`src/rtl/seq_shifter_if.sv`:
```
// seq_shifter_if -- command/result bundle for the multi-cycle shift unit.
//   master : drives ctrl_SLL, ctrl_SRA, data_operandA, ctrl_shiftamt;
//            receives data_result, data_resultRDY, data_exception, busy
//   slave  : the shifter side (mirror of master)
interface seq_shifter_if #(
   parameter int WIDTH   = 32,
   parameter int SHAMT_W = 5
);
   logic               ctrl_SLL;
   logic               ctrl_SRA;
   logic [WIDTH-1:0]   data_operandA;
   logic [SHAMT_W-1:0] ctrl_shiftamt;
   logic [WIDTH-1:0]   data_result;
   logic               data_resultRDY;
   logic               data_exception;
   logic               busy;

   modport master (
      output ctrl_SLL, ctrl_SRA, data_operandA, ctrl_shiftamt,
      input  data_result, data_resultRDY, data_exception, busy
   );

   modport slave (
      input  ctrl_SLL, ctrl_SRA, data_operandA, ctrl_shiftamt,
      output data_result, data_resultRDY, data_exception, busy
   );
endinterface

```
`src/rtl/seq_shifter.sv`:
```
// seq_shifter -- multi-cycle WIDTH-bit shifter (SLL / SRA), one fixed-distance
// stage per clock in order 2**(SHAMT_W-1) .. 1, intermediate value registered.
//   clock  : system clock, rising edge
//   reset  : synchronous, active-high
//   bus    : seq_shifter_if.slave (start pulses, operand, amount, result,
//            one-cycle ready / exception pulses, busy)
// Build option: define SEQ_SHIFTER_EARLY_EXIT_EN to end the shift right after
// the stage of the lowest set amount bit (amount 0 finishes after one stage).
//
// state | meaning
// ------+-------------------------------------------------------------
// IDLE  | no operation; result held
// SHIFT | applying one stage per clock, counter selects the stage
// DONE  | one-cycle ready (and possibly exception) pulse, then IDLE
module seq_shifter #(
   parameter int WIDTH   = 32,
   parameter int SHAMT_W = 5
) (
   input  logic        clock,
   input  logic        reset,
   seq_shifter_if.slave bus
);
   localparam int CNT_W = $clog2(SHAMT_W + 1);

   typedef enum logic [1:0] {
      IDLE  = 2'd0,
      SHIFT = 2'd1,
      DONE  = 2'd2
   } state_t;

   state_t             state;
   logic [WIDTH-1:0]   work;
   logic [WIDTH-1:0]   result;
   logic [SHAMT_W-1:0] amt;
   logic               dir_sra;
   logic [CNT_W-1:0]   cnt;
   logic               rdy;
   logic               exc;
   logic               busy_q;

   logic               start;
   logic               invalid;
   logic [WIDTH-1:0]   stage_out;
   logic               last_stage;

   assign start   = bus.ctrl_SLL ^ bus.ctrl_SRA;
   assign invalid = bus.ctrl_SLL & bus.ctrl_SRA;

   // Stage cnt applies distance 2**(SHAMT_W-1-cnt) when that amount bit is set.
   // Each branch is a constant-distance shift, so this is a mux, not a barrel.
   always_comb begin
      stage_out = work;
      for (int i = 0; i < SHAMT_W; i++) begin
         if (cnt == CNT_W'(i) && amt[SHAMT_W-1-i]) begin
            if (dir_sra)
               stage_out = $signed(work) >>> (2 ** (SHAMT_W - 1 - i));
            else
               stage_out = work << (2 ** (SHAMT_W - 1 - i));
         end
      end
   end

`ifdef SEQ_SHIFTER_EARLY_EXIT_EN
   // Finish once no lower amount bits remain to be applied.
   always_comb begin
      last_stage = 1'b0;
      for (int i = 0; i < SHAMT_W; i++) begin
         if (cnt == CNT_W'(i))
            last_stage = ((amt & SHAMT_W'((1 << (SHAMT_W - 1 - i)) - 1)) == '0);
      end
   end
`else
   always_comb begin
      last_stage = (cnt == CNT_W'(SHAMT_W - 1));
   end
`endif

   always_ff @(posedge clock) begin
      if (reset) begin
         state   <= IDLE;
         work    <= '0;
         result  <= '0;
         amt     <= '0;
         dir_sra <= 1'b0;
         cnt     <= '0;
         rdy     <= 1'b0;
         exc     <= 1'b0;
         busy_q  <= 1'b0;
      end else if (invalid) begin
         // both directions requested: abort anything in flight, flag error
         state  <= DONE;
         result <= '0;
         cnt    <= '0;
         rdy    <= 1'b1;
         exc    <= 1'b1;
         busy_q <= 1'b0;
      end else if (start) begin
         state   <= SHIFT;
         work    <= bus.data_operandA;
         amt     <= bus.ctrl_shiftamt;
         dir_sra <= bus.ctrl_SRA;
         cnt     <= '0;
         rdy     <= 1'b0;
         exc     <= 1'b0;
         busy_q  <= 1'b1;
      end else begin
         case (state)
            SHIFT: begin
               work <= stage_out;
               if (last_stage) begin
                  state  <= DONE;
                  result <= stage_out;
                  cnt    <= '0;
                  rdy    <= 1'b1;
                  busy_q <= 1'b0;
               end else begin
                  cnt <= cnt + CNT_W'(1);
               end
            end
            DONE: begin
               state <= IDLE;
               rdy   <= 1'b0;
               exc   <= 1'b0;
            end
            default: begin
               state <= IDLE;
               rdy   <= 1'b0;
               exc   <= 1'b0;
            end
         endcase
      end
   end

   assign bus.data_result    = result;
   assign bus.data_resultRDY = rdy;
   assign bus.data_exception = exc;
   assign bus.busy           = busy_q;
endmodule

```
`src/flat_wrapper.sv`:
```
// flat-port wrapper written by rule: the top's interface ports become plain ports
module seq_shifter_flat 
#(
   parameter int WIDTH   = 32,
   parameter int SHAMT_W = 5
)
  (clock, reset, bus_ctrl_SLL, bus_ctrl_SRA, bus_data_operandA, bus_ctrl_shiftamt, bus_data_result, bus_data_resultRDY, bus_data_exception, bus_busy);
  seq_shifter_if #(.WIDTH(WIDTH), .SHAMT_W(SHAMT_W)) bus_i ();
  input  logic clock;
  input  logic reset;
  input wire logic [$bits(bus_i.ctrl_SLL)-1:0] bus_ctrl_SLL;
  input wire logic [$bits(bus_i.ctrl_SRA)-1:0] bus_ctrl_SRA;
  input wire logic [$bits(bus_i.data_operandA)-1:0] bus_data_operandA;
  input wire logic [$bits(bus_i.ctrl_shiftamt)-1:0] bus_ctrl_shiftamt;
  output wire logic [$bits(bus_i.data_result)-1:0] bus_data_result;
  output wire logic [$bits(bus_i.data_resultRDY)-1:0] bus_data_resultRDY;
  output wire logic [$bits(bus_i.data_exception)-1:0] bus_data_exception;
  output wire logic [$bits(bus_i.busy)-1:0] bus_busy;
  assign bus_i.ctrl_SLL = bus_ctrl_SLL;
  assign bus_i.ctrl_SRA = bus_ctrl_SRA;
  assign bus_i.data_operandA = bus_data_operandA;
  assign bus_i.ctrl_shiftamt = bus_ctrl_shiftamt;
  assign bus_data_result = bus_i.data_result;
  assign bus_data_resultRDY = bus_i.data_resultRDY;
  assign bus_data_exception = bus_i.data_exception;
  assign bus_busy = bus_i.busy;
  seq_shifter #(.WIDTH(WIDTH), .SHAMT_W(SHAMT_W)) u_core (.clock(clock), .reset(reset), .bus(bus_i));
endmodule
```
`config.mk`:
```
export PLATFORM = sky130hd
export DESIGN_NAME = seq_shifter_flat
export DESIGN_NICKNAME = d
export VERILOG_FILES = /design/src/rtl/seq_shifter_if.sv /design/src/rtl/seq_shifter.sv /design/src/flat_wrapper.sv
export SDC_FILE = /design/constraint.sdc
export NUM_CORES = 1
export LEC_CHECK = 0
export CAP_MARGIN = 20
export CORE_UTILIZATION = 50
export DETAILED_ROUTE_END_ITERATION = 10
export PLACE_DENSITY = 0.73
export SYNTH_ARGS = -nofsm -noshare
export SYNTH_HDL_FRONTEND = slang
export SYNTH_SLANG_ARGS = --single-unit
```
`constraint.sdc`:
```
create_clock -name clock -period 4.2 [get_ports clock]
set_clock_uncertainty 0.05 [all_clocks]
set_input_delay 0.42 -clock clock [delete_from_list [all_inputs] [get_ports clock]]
set_output_delay 0.42 -clock clock [all_outputs]
set_load 0.05 [all_outputs]
```
==> results of run 1 <==
-- kinds of logic (layout without fill, tap and decap cells) --
kind of cell             count (synthesis)  after routing  synth area share
AND/OR/NAND/NOR                        297            297             0.266
buffers and inverters                   82            119            0.0665
flip-flops                              77             77             0.270
multiplexers                            24             24            0.0451
adder cells (fa/ha/maj)                  7              7            0.0153
AO/OA/AOI/OAI                          286            286             0.338
-- metal layers --
layer / global-route usage / wire, um / up-vias
met2: 0.589 / 9910 / 422
met4: 0.144 / 657 / 0
met3: 0.100 / 2640 / 61
met5: 0 / 0 / -
met1: 0.539 / 9420 / 3140
li1: - / - / 2980
-- layout make-up --
cell class              count  area [um^2]  area share
inverters                  10         37.5     0.00558
flip-flops and latches     77         1540       0.229
repair buffers             94          893       0.133
clock buffers              10          239      0.0355
well taps                 140          175      0.0261
clock inverters             5         35.0     0.00521
multi-input cells         614         3800       0.565
-- state kept, by name, indices dropped and copies added, names as in the netlist --
name,cells
u_core.bus.data_result,32
u_core.dir_sra,1
u_core.bus.data_exception,1
u_core.work,32
u_core.cnt,3
u_core.amt,5
u_core.bus.busy,1
u_core.state,2
-- report_power, final --
group	switching (W)	internal [W]
Clock	0.000322	0.000414
Combinational	0.000266	0.000176
Sequential	0.0000753	0.000767
-- per-stage QoR --
step / cell area (um^2) / instances / util
floorplan: 5720 / 773 / -
global placement: 6450 / 935 / 0.587
detailed placement: 6450 / 935 / 0.587
CTS: 6720 / 950 / 0.612
global route: 6720 / 950 / 0.612
finish: 6720 / 950 / 0.612
-- final timing paths --
kind                           endpoint  slack, ns  depth (start not counted)
min reg2reg  u_core.bus.data_result[22]       0.41                          2
max                      u_core.work[7]       1.24                          6
min          u_core.bus.data_result[22]       0.41                          2
max reg2reg              u_core.work[7]       1.24                          6
-- placed cells by master, fill, tap and decap left out, types with 6 or more instances in the layout --
master / count
o21ai_0: 31
inv_1: 9
o311ai_1: 6
o211ai_1: 28
a31oi_1: 27
o22ai_1: 20
or3_1: 6
and3_1: 22
nor2b_1: 23
and2_1: 23
mux2i_1: 10
a311oi_1: 7
clkdlybuf4s50_1: 75
nand2b_1: 9
nand3_1: 38
o32a_1: 6
nor3_1: 39
dfxtp_1: 76
a211oi_1: 20
nor2_1: 50
clkbuf_16: 9
mux2_2: 14
ha_1: 7
o311ai_2: 7
nand2_1: 62
buf_4: 19
a21o_1: 8
a21oi_1: 86
-- critical path, stage by stage (launching register included) --
cell and delay, ns:
dfxtp_1 0.74, inv_1 0.14, ha_1 0.27, and2_1 0.55
o41ai_1 0.64, o311ai_1 0.19, a32o_1 0.27
==> impl_metrics.toml, run 1 <==
[die]
initial_core_util = 0.521
die_width_um = 109
die_h_um = 109
die-area_mm2 = 0.0119
rows = 38
ios = 76
coreArea_mm2 = 0.0110

[finish]
fill_cells = 1009
area_growth_pct = 17.6
layout-drive-gt1-share = 0.0840
antennaDiodeCount = 0
layout.nets = 854

[power_and_ir_drop]
ir_drop_mv = 0.372
powerDensity_mw_per_mm2 = 301
power_w = 0.00202
p_leak_nw = 2.28

[critical_path]
cp-start-kind = "register"
critPathRequiredTime_ns = 4.39
worst_setup_path_end_kind = "register"
path_class = "register to register"
arrival_ns = 3.15
r2r_start = "u_core.cnt[2]"
crit_start = "u_core.cnt[2]"
crit_fanout = 29

[yosys]
yosys_warnings = 0
synth_cell_types = 65
netlist_area_mm2 = 0.00572
async_flop_share = 0
yosys.area.top_type_share = 0.270
synth_commonest_cells = "a21oi_1, dfxtp_1, nand2_1"
synthTopCellsByArea = "dfxtp_1, a21oi_1, nand2_1, o211ai_1, nor3_1"
syn_inst = 773
synth-edff-count = 0
synth_seq_area_share = 0.270
yosysMostFrequentCell = "a21oi_1"
synth.avg_cell_area_um2 = 7.40
ys_ff_latch = 77
yosysTopAreaCell = "dfxtp_1"
synth_nets = 821
synth_flop_cell = "dfxtp_1"

[clock_network]
cts_buffer_depth = 2
cts_inserted_buffers = 9
insertion_delay_ns = 0.35
root_buffer = "clkbuf_16"
clk_pin_slew_worst_paths_ns = 0.06
cts_resized = 0
cts_setup_buffers = 0
cts-htree-levels = 3
cts_sinks = 77
cts_hold_buf = 0
tritoncts = "done"

[route]
wirelength_um = 22600
post-route-drc-count = 0
viasPerCell = 6.95
drt_first_pass_iters = 8
drtAntennaViolNets = 0
drt_iter0_drc = 881
dr_total_vias = 6603
wl_per_cell_um = 23.8

[sta]
fin_crit_ns = 2.96
setup_violations = 0
hold_viol_final = 0
slew_viol_final = 0
fin_crit_sh = 0.705
tightestPinTransition_ns = 1.15
fmax_mhz = 338
fin_hold_ws_ns = 0.408
slew_headroom = 0.234
setup_tns_ns = 0
timing.final.ws_setup_ns = 1.24
rsz0062_at_grt = "false"

[worst_hold_path]
hold_path.class = "register to register"
min_from = "u_core.bus.data_result[22]"

[placed_design]
hpwl_um = 16200
port_buffers = 75
pre_cts_ws_ns = 1.13
globalplace.congestion = 0.973

[global_route]
antenna_found_initial = 0
grt_max_degree = 64
grtUsageTotal = 0.393
grt_first_pass_wirelength_um = 35100
grt_pass1_vias = 6179
grt_overflow_total = 0

[flow_run]
cap_violations = 0

[outcome]
outcome = "completed"
(Power assumes the default switching activity.)
==> run 2: changes to the inputs <==
==> constraint.sdc (replaced) <==
create_clock -name clock -period 2.8 [get_ports clock]
set_clock_uncertainty 0.05 [all_clocks]
set_input_delay 0.28 -clock clock [delete_from_list [all_inputs] [get_ports clock]]
set_output_delay 0.28 -clock clock [all_outputs]
set_load 0.05 [all_outputs]
==> run 2 against run 1 <==
Register-to-register slack worse by 0.96 ns. Non-clock buffer count up 21. Final cell count up 2.3%. Clock power up 67%. Cell area up 3.7%. Sequential cell count unchanged. First-iteration DRC count up 13%. Count of clock-buffer cells in the layout up 1. Critical path type unchanged. Largest power group unchanged.
==> impl_metrics.toml, run 2 (synthesized netlist as in run 1, its figures left out) <==
[route]
wirelength_um = 22900
viasPerCell = 6.91
drt_first_pass_iters = 5
post-route-drc-count = 0
drtAntennaViolNets = 0
drt_iter0_drc = 992
dr_total_vias = 6718
wl_per_cell_um = 23.6

[clock_network]
cts_buffer_depth = 2
root_buffer = "clkbuf_16"
cts_sinks = 77
cts-htree-levels = 3
insertion_delay_ns = 0.35
cts_hold_buf = 0
cts_inserted_buffers = 9
tritoncts = "done"
clk_pin_slew_worst_paths_ns = 0.06
cts_resized = 0
cts_setup_buffers = 0

[critical_path]
reg2regPathDepth = 7
cp-start-kind = "register"
path_class = "register to register"
cp_cell_sequence = "inv_1 > ha_1 > and3_1 > nor2_1 > o21ai_0 > o22ai_1 > o21ba_2"
crit_fanout = 9
arrival_ns = 2.77
cp.buffers_inverters = 1
path_delay_family = "simple AND/OR/NAND/NOR gates"
worst_setup_path_end_kind = "register"
critPathRequiredTime_ns = 3.05
r2r_start = "u_core.cnt[0]"
max_stage_delay_ns = 0.61
rrSetupSlack_ns = 0.28
cp_slowest_cell = "nor2_1"
rr_endpoint = "u_core.bus.data_result[31]"

[die]
rows = 38
die_h_um = 109
die_width_um = 109
ios = 76
initial_core_util = 0.521
die-area_mm2 = 0.0119
coreArea_mm2 = 0.0110

[power_and_ir_drop]
power_w = 0.00321
ir_drop_mv = 0.403
p_leak_nw = 2.42
powerDensity_mw_per_mm2 = 460

[flow_run]
cap_violations = 0

[sta]
slew_headroom = 0.431
fin_crit_ns = 2.52
setup_tns_ns = 0
rsz0062_at_grt = "false"
tightestPinTransition_ns = 0.853
hold_viol_final = 0
setup_violations = 0
fmax_mhz = 396
fin_crit_sh = 0.901
timing.final.ws_setup_ns = 0.277
slew_viol_final = 0

[global_route]
grt_overflow_total = 0
grt_max_degree = 46
grt_pass1_vias = 6069
antenna_found_initial = 0
grtUsageTotal = 0.394
grt_first_pass_wirelength_um = 34700

[placed_design]
pre_cts_ws_ns = 0.117
hpwl_um = 16800
globalplace.congestion = 1.01
port_buffers = 75

[finish]
mostFrequentLayoutCells = "a21oi_1, dfxtp_1, clkdlybuf4s50_1, nand2_1, nor2_1"
area_growth_pct = 21.9
fill_cells = 1003
antennaDiodeCount = 0
final_util = 0.635
layout.nets = 875
final_common_cell = "a21oi_1"
layout-drive-gt1-share = 0.112

[worst_hold_path]
min_from = "u_core.bus.data_result[23]"
min_to = "u_core.bus.data_result[23]"
hold_path.class = "register to register"
whs_path_depth = 2

[outcome]
outcome = "completed"
[run 2: cell types whose count changed in the layout (fill, tap and decap cells not counted)]
| cell | previous run | this run |
|---|---|---|
| o311ai_1 | 6 | 4 |
| o311ai_2 | 7 | 9 |
| clkinvlp_4 | 1 | 0 |
| clkbuf_8 | 1 | 2 |
| buf_12 | 0 | 3 |
| bufinv_16 | 0 | 1 |
| and3b_1 | 3 | 2 |
| and3b_2 | 0 | 1 |
| buf_4 | 19 | 37 |
[run 2: power breakdown]
part / internal, W / switching (W) / total [W]
logic: 0.000290 / 0.000420 / 0.000710
clock network: 0.000741 / 0.000490 / 0.00123
registers: 0.00115 / 0.000114 / 0.00127
[run 2: final cells by class]
class	count	area, um^2	area share
Clock inverter	5	57.6	0.00826
Tap cell	140	175	0.0251
Inverter	10	37.5	0.00539
Clock buffer	11	253	0.0363
Multi-Input combinational cell	614	3820	0.547
Sequential cell	77	1540	0.221
Timing Repair Buffer	115	1090	0.156
[run 2: tightest hold or removal path, stage by stage (launching register included)]
cell and delay [ns]:
dfxtp_1 0.31, nand2_1 0.05, a21oi_1 0.05
[run 2: how the worst max path moves through the flow]
stage                        from                    endpoint  slack (ns)  depth (start not counted)
finish              u_core.cnt[0]  u_core.bus.data_result[31]        0.28                          7
global route        u_core.cnt[0]             u_core.work[20]        0.11                          7
CTS                 u_core.cnt[0]             u_core.work[18]         0.1                          8
detailed placement  u_core.cnt[0]             u_core.work[18]        0.12                          8
global placement    u_core.cnt[0]             u_core.work[18]        0.16                          8
floorplan           u_core.cnt[2]  u_core.bus.data_result[31]        0.68                         10
[run 2: metrics by stage]
stage                     cell area [um^2]  hold WS [ns]  std cells
after global routing                  6970         0.432        972
after global placement                6640         0.394        956
after CTS                             6950         0.408        972
after floorplan                       5720         0.377        773
final                                 6970         0.406        972
after detailed placement              6640         0.400        956
[run 2: per-layer routing]
layer	vias up	wire, um	GRT usage
li1	3031	-	-
met1	3132	9370	0.538
met5	-	0	0
met2	461	9770	0.559
met4	0	1010	0.191
met3	94	2790	0.118
